==> src/rtl/adc_emu_pkg.sv <==
// +----------------------------------------------------------------------------+
// | adc_emu_pkg                                                                |
// | Shared types and constants for the ADC SDO emulator.                       |
// | Rev 1.0 - initial release                                                  |
// +----------------------------------------------------------------------------+
`default_nettype none

package adc_emu_pkg;

  localparam int N_CH         = 4;
  localparam int LANES_PER_CH = 2;

  // Fibonacci taps for x^16+x^14+x^13+x^11+1 (bits 15, 13, 12, 10)
  localparam logic [15:0] c_LFSR_TAPS = 16'hB400;

  typedef enum logic [1:0] {
    ST_IDLE    = 2'd0,
    ST_CONVERT = 2'd1,
    ST_SHIFT   = 2'd2
  } ch_state_t;

endpackage

`default_nettype wire

==> src/rtl/adc_emu_channel.sv <==
// +----------------------------------------------------------------------------+
// | adc_emu_channel                                                            |
// | One emulated ADC channel: input sync, conversion FSM, dual-lane shifter    |
// | and sample source (counter, or LFSR when ADC_EMU_PRBS_EN is defined).      |
// | Rev 1.0 - initial release                                                  |
// +----------------------------------------------------------------------------+
`default_nettype none

module adc_emu_channel
  import adc_emu_pkg::*;
#(
  parameter int DATA_W      = 16,
  parameter int CONV_CYCLES = 20,
  parameter int SYNC_STAGES = 2,
  parameter int CH_IDX      = 0
) (
  input  logic                    clk,
  input  logic                    rst_n,
  input  logic                    i_cnv_n,
  input  logic                    i_sck,
  output logic [LANES_PER_CH-1:0] o_sdo,
  output logic                    o_busy,
  output logic                    o_overrun
);

  localparam int             c_HALF      = DATA_W / 2;
  localparam int             c_PAT_W     = DATA_W - 2;
  localparam int             c_CNT_W     = (CONV_CYCLES > 1) ? $clog2(CONV_CYCLES) : 1;
  localparam int             c_BIT_W     = (c_HALF > 1) ? $clog2(c_HALF) : 1;
  localparam logic [c_CNT_W-1:0] c_CONV_LAST = c_CNT_W'(CONV_CYCLES - 1);
  localparam logic [c_BIT_W-1:0] c_BIT_LAST  = c_BIT_W'(c_HALF - 1);
  localparam logic [1:0]     c_CH_ID     = 2'(CH_IDX);

  logic [SYNC_STAGES-1:0] r_cnv_sync;
  logic [SYNC_STAGES-1:0] r_sck_sync;
  logic                   r_cnv_prev;
  logic                   r_sck_prev;
  logic                   w_cnv_fall;
  logic                   w_sck_fall;

  ch_state_t              r_state;
  ch_state_t              w_state_nxt;
  logic                   w_start;
  logic                   w_load;
  logic                   w_shift;
  logic                   w_overrun_set;

  logic [c_CNT_W-1:0]     r_conv_cnt;
  logic [c_BIT_W-1:0]     r_bit_cnt;
  logic [c_HALF-1:0]      r_sh_hi;
  logic [c_HALF-1:0]      r_sh_lo;
  logic [DATA_W-1:0]      r_sample;
  logic [DATA_W-1:0]      w_pattern;
  logic                   r_overrun;

  // CNV_n idles high, so its chain resets to 1 to avoid a false fall
  always_ff @(posedge clk or negedge rst_n) begin
    if (!rst_n) begin
      r_cnv_sync <= '1;
      r_cnv_prev <= 1'b1;
      r_sck_sync <= '0;
      r_sck_prev <= 1'b0;
    end else begin
      r_cnv_sync <= SYNC_STAGES'({r_cnv_sync, i_cnv_n});
      r_cnv_prev <= r_cnv_sync[SYNC_STAGES-1];
      r_sck_sync <= SYNC_STAGES'({r_sck_sync, i_sck});
      r_sck_prev <= r_sck_sync[SYNC_STAGES-1];
    end
  end

  assign w_cnv_fall = r_cnv_prev & ~r_cnv_sync[SYNC_STAGES-1];
  assign w_sck_fall = r_sck_prev & ~r_sck_sync[SYNC_STAGES-1];

  always_ff @(posedge clk or negedge rst_n) begin
    if (!rst_n) begin
      r_state <= ST_IDLE;
    end else begin
      r_state <= w_state_nxt;
    end
  end

  // Every accepted CNV_n fall begins a new conversion and wins over SCK
  always_comb begin
    w_state_nxt   = r_state;
    w_start       = 1'b0;
    w_load        = 1'b0;
    w_shift       = 1'b0;
    w_overrun_set = 1'b0;
    unique case (r_state)
      ST_IDLE: begin
        if (w_cnv_fall) begin
          w_state_nxt = ST_CONVERT;
          w_start     = 1'b1;
        end
      end
      ST_CONVERT: begin
        if (w_cnv_fall) begin
          w_start       = 1'b1;
          w_overrun_set = 1'b1;
        end else if (r_conv_cnt == c_CONV_LAST) begin
          w_state_nxt = ST_SHIFT;
          w_load      = 1'b1;
        end
      end
      ST_SHIFT: begin
        if (w_cnv_fall) begin
          w_state_nxt   = ST_CONVERT;
          w_start       = 1'b1;
          w_overrun_set = 1'b1;
        end else if (w_sck_fall) begin
          w_shift = 1'b1;
          if (r_bit_cnt == c_BIT_LAST) begin
            w_state_nxt = ST_IDLE;
          end
        end
      end
      default: begin
        w_state_nxt = ST_IDLE;
      end
    endcase
  end

  always_ff @(posedge clk or negedge rst_n) begin
    if (!rst_n) begin
      r_conv_cnt <= '0;
    end else if (w_start) begin
      r_conv_cnt <= '0;
    end else if (r_state == ST_CONVERT) begin
      r_conv_cnt <= r_conv_cnt + c_CNT_W'(1);
    end
  end

  // Shift registers are zero whenever the channel is not shifting, so SDO
  // needs no extra gating and drops cleanly on abort or completion
  always_ff @(posedge clk or negedge rst_n) begin
    if (!rst_n) begin
      r_sh_hi   <= '0;
      r_sh_lo   <= '0;
      r_bit_cnt <= '0;
    end else if (w_load) begin
      r_sh_hi   <= r_sample[DATA_W-1:c_HALF];
      r_sh_lo   <= r_sample[c_HALF-1:0];
      r_bit_cnt <= '0;
    end else if (w_state_nxt != ST_SHIFT) begin
      r_sh_hi   <= '0;
      r_sh_lo   <= '0;
      r_bit_cnt <= '0;
    end else if (w_shift) begin
      r_sh_hi   <= {r_sh_hi[c_HALF-2:0], 1'b0};
      r_sh_lo   <= {r_sh_lo[c_HALF-2:0], 1'b0};
      r_bit_cnt <= r_bit_cnt + c_BIT_W'(1);
    end
  end

`ifdef ADC_EMU_PRBS_EN
  localparam logic [DATA_W-1:0] c_TAPS = DATA_W'(c_LFSR_TAPS);

  logic [DATA_W-1:0] r_lfsr;
  logic [DATA_W-1:0] w_lfsr_nxt;

  assign w_lfsr_nxt = {r_lfsr[DATA_W-2:0], ^(r_lfsr & c_TAPS)};

  always_ff @(posedge clk or negedge rst_n) begin
    if (!rst_n) begin
      r_lfsr <= DATA_W'(CH_IDX + 1);
    end else if (w_start) begin
      r_lfsr <= w_lfsr_nxt;
    end
  end

  assign w_pattern = w_lfsr_nxt;
`else
  logic [c_PAT_W-1:0] r_cnt;

  always_ff @(posedge clk or negedge rst_n) begin
    if (!rst_n) begin
      r_cnt <= '0;
    end else if (w_start) begin
      r_cnt <= r_cnt + c_PAT_W'(1);
    end
  end

  assign w_pattern = {c_CH_ID, r_cnt};
`endif

  always_ff @(posedge clk or negedge rst_n) begin
    if (!rst_n) begin
      r_sample  <= '0;
      r_overrun <= 1'b0;
    end else begin
      if (w_start) begin
        r_sample <= w_pattern;
      end
      if (w_overrun_set) begin
        r_overrun <= 1'b1;
      end
    end
  end

  assign o_sdo     = {r_sh_lo[c_HALF-1], r_sh_hi[c_HALF-1]};
  assign o_busy    = (r_state == ST_CONVERT);
  assign o_overrun = r_overrun;

endmodule

`default_nettype wire

==> src/rtl/adc_sdo_emulator.sv <==
// +----------------------------------------------------------------------------+
// | adc_sdo_emulator                                                           |
// | Four-channel dual-lane SPI ADC emulator. Define ADC_EMU_PRBS_EN to source  |
// | samples from per-channel LFSRs instead of the counter pattern.             |
// | Rev 1.0 - initial release                                                  |
// +----------------------------------------------------------------------------+
`default_nettype none

module adc_sdo_emulator
  import adc_emu_pkg::*;
#(
  parameter int DATA_W      = 16,
  parameter int CONV_CYCLES = 20,
  parameter int SYNC_STAGES = 2
) (
  input  logic                           clk,
  input  logic                           rst_n,
  input  logic [N_CH-1:0]                i_ADC_CNV_n,
  input  logic [N_CH-1:0]                i_ADC_SCK,
  output logic [N_CH*LANES_PER_CH-1:0]   o_ADC_SDO,
  output logic [N_CH-1:0]                o_busy,
  output logic [N_CH-1:0]                o_overrun
);

  logic r_rst_meta;
  logic r_rst_sync;

  // Assert immediately, release on a clock edge so all channels exit together
  always_ff @(posedge clk or negedge rst_n) begin
    if (!rst_n) begin
      r_rst_meta <= 1'b0;
      r_rst_sync <= 1'b0;
    end else begin
      r_rst_meta <= 1'b1;
      r_rst_sync <= r_rst_meta;
    end
  end

  generate
    for (genvar gi = 0; gi < N_CH; gi++) begin : g_ch
      adc_emu_channel #(
        .DATA_W      (DATA_W),
        .CONV_CYCLES (CONV_CYCLES),
        .SYNC_STAGES (SYNC_STAGES),
        .CH_IDX      (gi)
      ) u_ch (
        .clk       (clk),
        .rst_n     (r_rst_sync),
        .i_cnv_n   (i_ADC_CNV_n[gi]),
        .i_sck     (i_ADC_SCK[gi]),
        .o_sdo     (o_ADC_SDO[gi*LANES_PER_CH +: LANES_PER_CH]),
        .o_busy    (o_busy[gi]),
        .o_overrun (o_overrun[gi])
      );
    end
  endgenerate

endmodule

`default_nettype wire

==> config.mk <==
export PLATFORM = sky130hd
export DESIGN_NAME = adc_sdo_emulator
export DESIGN_NICKNAME = d
export VERILOG_FILES = /design/src/rtl/adc_emu_pkg.sv /design/src/rtl/adc_emu_channel.sv /design/src/rtl/adc_sdo_emulator.sv
export SDC_FILE = /design/constraint.sdc
export NUM_CORES = 1
export LEC_CHECK = 0
export CORE_ASPECT_RATIO = 1.25
export CORE_UTILIZATION = 67
export CTS_CLUSTER_SIZE = 16
export DETAILED_ROUTE_END_ITERATION = 6
export PLACE_DENSITY_LB_ADDON = 0.2
export SETUP_SLACK_MARGIN = 0.3
export SLEW_MARGIN = 20
export SYNTH_ARGS = -nofsm -noshare
export SYNTH_HDL_FRONTEND = slang
export SYNTH_SLANG_ARGS = --single-unit
==> constraint.sdc <==
create_clock -name clk -period 16.1 [get_ports clk]
set_clock_uncertainty 0.15 [all_clocks]
set_input_delay 2.415 -clock clk [delete_from_list [all_inputs] [get_ports clk]]
set_output_delay 2.415 -clock clk [all_outputs]
set_load 0.005 [all_outputs]
==> impl_metrics.csv <==
group,metric,value,unit
detailed_routing,detailroute.via_count,6940,
clock_tree,postCtsHoldBufs,0,
synth,netlist_area,11100,um2
sta,worst_pin_slew,987,ps
sta,setup_viol,0,
power_and_ir_drop,seqPwrFrac,48.0,%
floorplan,pin_count,26,
sta,period_minus_slack,4440,ps
final_layout,syn_to_final_growth,9.71,%
synth,synth_edf_count,0,
run,drv_cap,0,
clock_tree,clock_tree.htree_level_count,1,
synth,synth_area_leaders,"dfrtp_1 (53%), mux2_2 (6.5%), ha_1 (3.6%)",
detailed_routing,dr.pass1.iters,4,
synth,seq_area_frac_synth,56.3,%
place,place_hpwl,12800,um
worst_setup_path,start_kind,"flip-flop",
power_and_ir_drop,leakage,5.67,nW
detailed_routing,drc,0,
clock_tree,cts_tree,"built",
synth,synth.distinct_cells,56,
global_routing,grt_max_degree,86,
power_and_ir_drop,ir_worst_vdd,0.0000923,V
global_routing,grt-ovfl-total,0,
power_and_ir_drop,pwr-share-clk,35.6,%
clock_tree,cts_made_buffers,25,
floorplan,die_y,146,um
min_path,hold_path.class,"flip-flop to asynchronous set/reset pin",
synth,yosysWarnings,0,
synth,ys.flop_type,"dfrtp_1",
floorplan,coreArea,16200,um2
global_routing,grt_util_all_layers,24.9,%
synth,synth_area_per_cell,12.2,um2
detailed_routing,drt_iter0_drc,320,
final_layout,layout.nets,958,
detailed_routing,ant_nets,0,
worst_setup_path,worst_ep_arrival_time,1880,ps
clock_tree,clk_root_buffer_cell,"clkbuf_16",
power_and_ir_drop,power_density,135,nW/um2
floorplan,fp.dieArea,17100,um2
place,portBuffers,25,
sta,fin_ws,11660,ps
synth,synthTopCellsByCount,"dfrtp_1 (237), nand2_1 (87), nor2_1 (72)",
synth,synth.most_common_cell,"dfrtp_1",
global_routing,first_global_vias,7365,
worst_setup_path,endpoint_kind,"output pin",
sta,tns,0,ps
clock_tree,clk_pin_slew,60,ps
power_and_ir_drop,p_int,1.19,mW
synth,syn_inst,911,
final_layout,drive_gt1_share,15.9,%
power_and_ir_drop,p_switching,0.461,mW
clock_tree,clk_latency,510,ps
worst_setup_path,required,13540,ps
sta,fin_hold_ws,43.5,ps
power_and_ir_drop,comb_power_share,16.4,%
floorplan,start_util,68.5,%
clock_tree,cts.sinks,249,
synth,synth_top_area_share,53.4,%
worst_setup_path,crit_fanout,6,
final_layout,n_fill_cell,1033,
synth,yosysTopAreaCell,"dfrtp_1",
final_layout,fin_cells,1149,
clock_tree,cts.path.max_buffers,3,
power_and_ir_drop,swShare,28.0,%
place,dp.cells,1105,
sta,rsz0062_at_grt,"false",
synth,synth_seq_cells,249,
status,status,"finished clean",
sta,report.final.slew_viol_count,0,
sta,slew_headroom,33.8,%
floorplan,die_w,117,um
sta,period_share,27.6,%
clock_tree,cts_setup_buffers,0,
synth,async_flop_share,100,%
synth,syn-num-nets,953,
place,dp_slack,12210,ps
place,globalplace.congestion,0.828,
floorplan,rows,52,
clock_tree,cts_resized,0,
detailed_routing,vias_per_cell,6.04,
detailed_routing,routed_wl,20100,um
global_routing,grt_pass1_wl,34300,um
sta,clock.fmax,0.225,GHz
worst_setup_path,crit_type,"flip-flop to output pin",
sta,hold_violations,0,
global_routing,grt_antenna_before_repair,0,
detailed_routing,wl_per_cell,17.5,um
final_layout,diodes,0,
## cells by family after synthesis
kind of cell,Yosys count,share of synthesized area (%)
flops,249,56.3
mux,80,7.94
fa+ha+maj,32,3.61
xor+xnor,68,5.37
compound gates,145,10.7
buf+inv,76,3.84
simple gates,260,12.2
other cells,1,0.0338
## flip-flops by register name, summed over array words and instances (netlist names), 8 cells and up
| signal | flops |
|---|---|
| g_ch.u_ch.r_state | 8 |
| g_ch.u_ch.r_sh_lo | 32 |
| g_ch.u_ch.r_sck_sync | 8 |
| g_ch.u_ch.r_sh_hi | 32 |
| g_ch.u_ch.r_cnt | 56 |
| g_ch.u_ch.r_cnv_sync | 8 |
| g_ch.u_ch.r_conv_cnt | 20 |
| g_ch.u_ch.r_sample | 59 |
| g_ch.u_ch.r_bit_cnt | 12 |
## critical path, cell delays in order, from the launching register on
cell             delay (ps)
dfrtp_1                 430
inv_1                   130
ha_1                    270
clkdlybuf4s50_1         540
## through the flow
stage / area [um2] / utilization, % / total power, mW
final: 12200 / 75.2 / 1.65
after global placement: 11300 / 70.0 / 1.04
after CTS: 12200 / 75.1 / 1.66
after floorplan: 11100 / - / 1.00
after global routing: 12200 / 75.2 / 1.73
after detailed placement: 11300 / 70.0 / 1.07
## cell usage in the layout (no fill, tap or decap), types with 17 or more instances in the layout
master,instances
inv_1,21
xnor2_1,41
o2111ai_1,39
nand3_1,26
a2bb2oi_1,39
nor2_1,72
dfrtp_1,236
mux2_2,64
nand4_1,17
nand2_1,87
xor2_1,27
clkbuf_16,25
ha_1,32
clkdlybuf4s50_1,25
## worst paths after layout
check / depth (start not counted) / start / slack (ps) / to
max reg2reg: 6 / g_ch[0].u_ch.r_state[0] / 13140 / g_ch[0].u_ch.r_sh_hi[2]
min: 0 / r_rst_sync / 40 / g_ch[2].u_ch.r_bit_cnt[1]
max: 3 / g_ch[2].u_ch.r_state[1] / 11660 / o_busy[2]
min in group clk: 0 / g_ch[3].u_ch.r_sck_sync[0] / 200 / g_ch[3].u_ch.r_sck_sync[1]
min reg2reg: 0 / r_rst_sync / 40 / g_ch[2].u_ch.r_bit_cnt[1]
max in group asynchronous: 1 / rst_n / 13760 / r_rst_sync
## layout make-up
cell class | instances | area, um2 | area share [%]
timing repair buffer | 33 | 314 | 2.58
sequential | 249 | 6250 | 51.3
multi-input combinational | 586 | 4430 | 36.4
clock inverter | 9 | 124 | 1.02
clock buffer | 35 | 713 | 5.86
inverter | 21 | 78.8 | 0.647
tap | 216 | 270 | 2.22
## power groups by stage
| stage | clock network, mW | logic [mW] | registers [mW] |
|---|---|---|---|
| floorplan | 0 | 0.219 | 0.784 |
| global placement | 0 | 0.248 | 0.790 |
| detailed placement | 0 | 0.267 | 0.799 |
| CTS | 0.595 | 0.272 | 0.789 |
| global route | 0.622 | 0.302 | 0.803 |
| finish | 0.587 | 0.270 | 0.789 |
## layer usage
layer / share of wire (%) / vias up / track usage (%) / wire length (um)
met3: 2.7 / 42 / 3.21 / 533
met1: 42 / 3552 / 31.3 / 8370
met2: 54 / 103 / 44.3 / 10800
li1: - / 3243 / - / -
met5: 0 / - / 0 / 0
met4: 2.0 / 0 / 7.59 / 398
(Power assumes the default switching activity.)
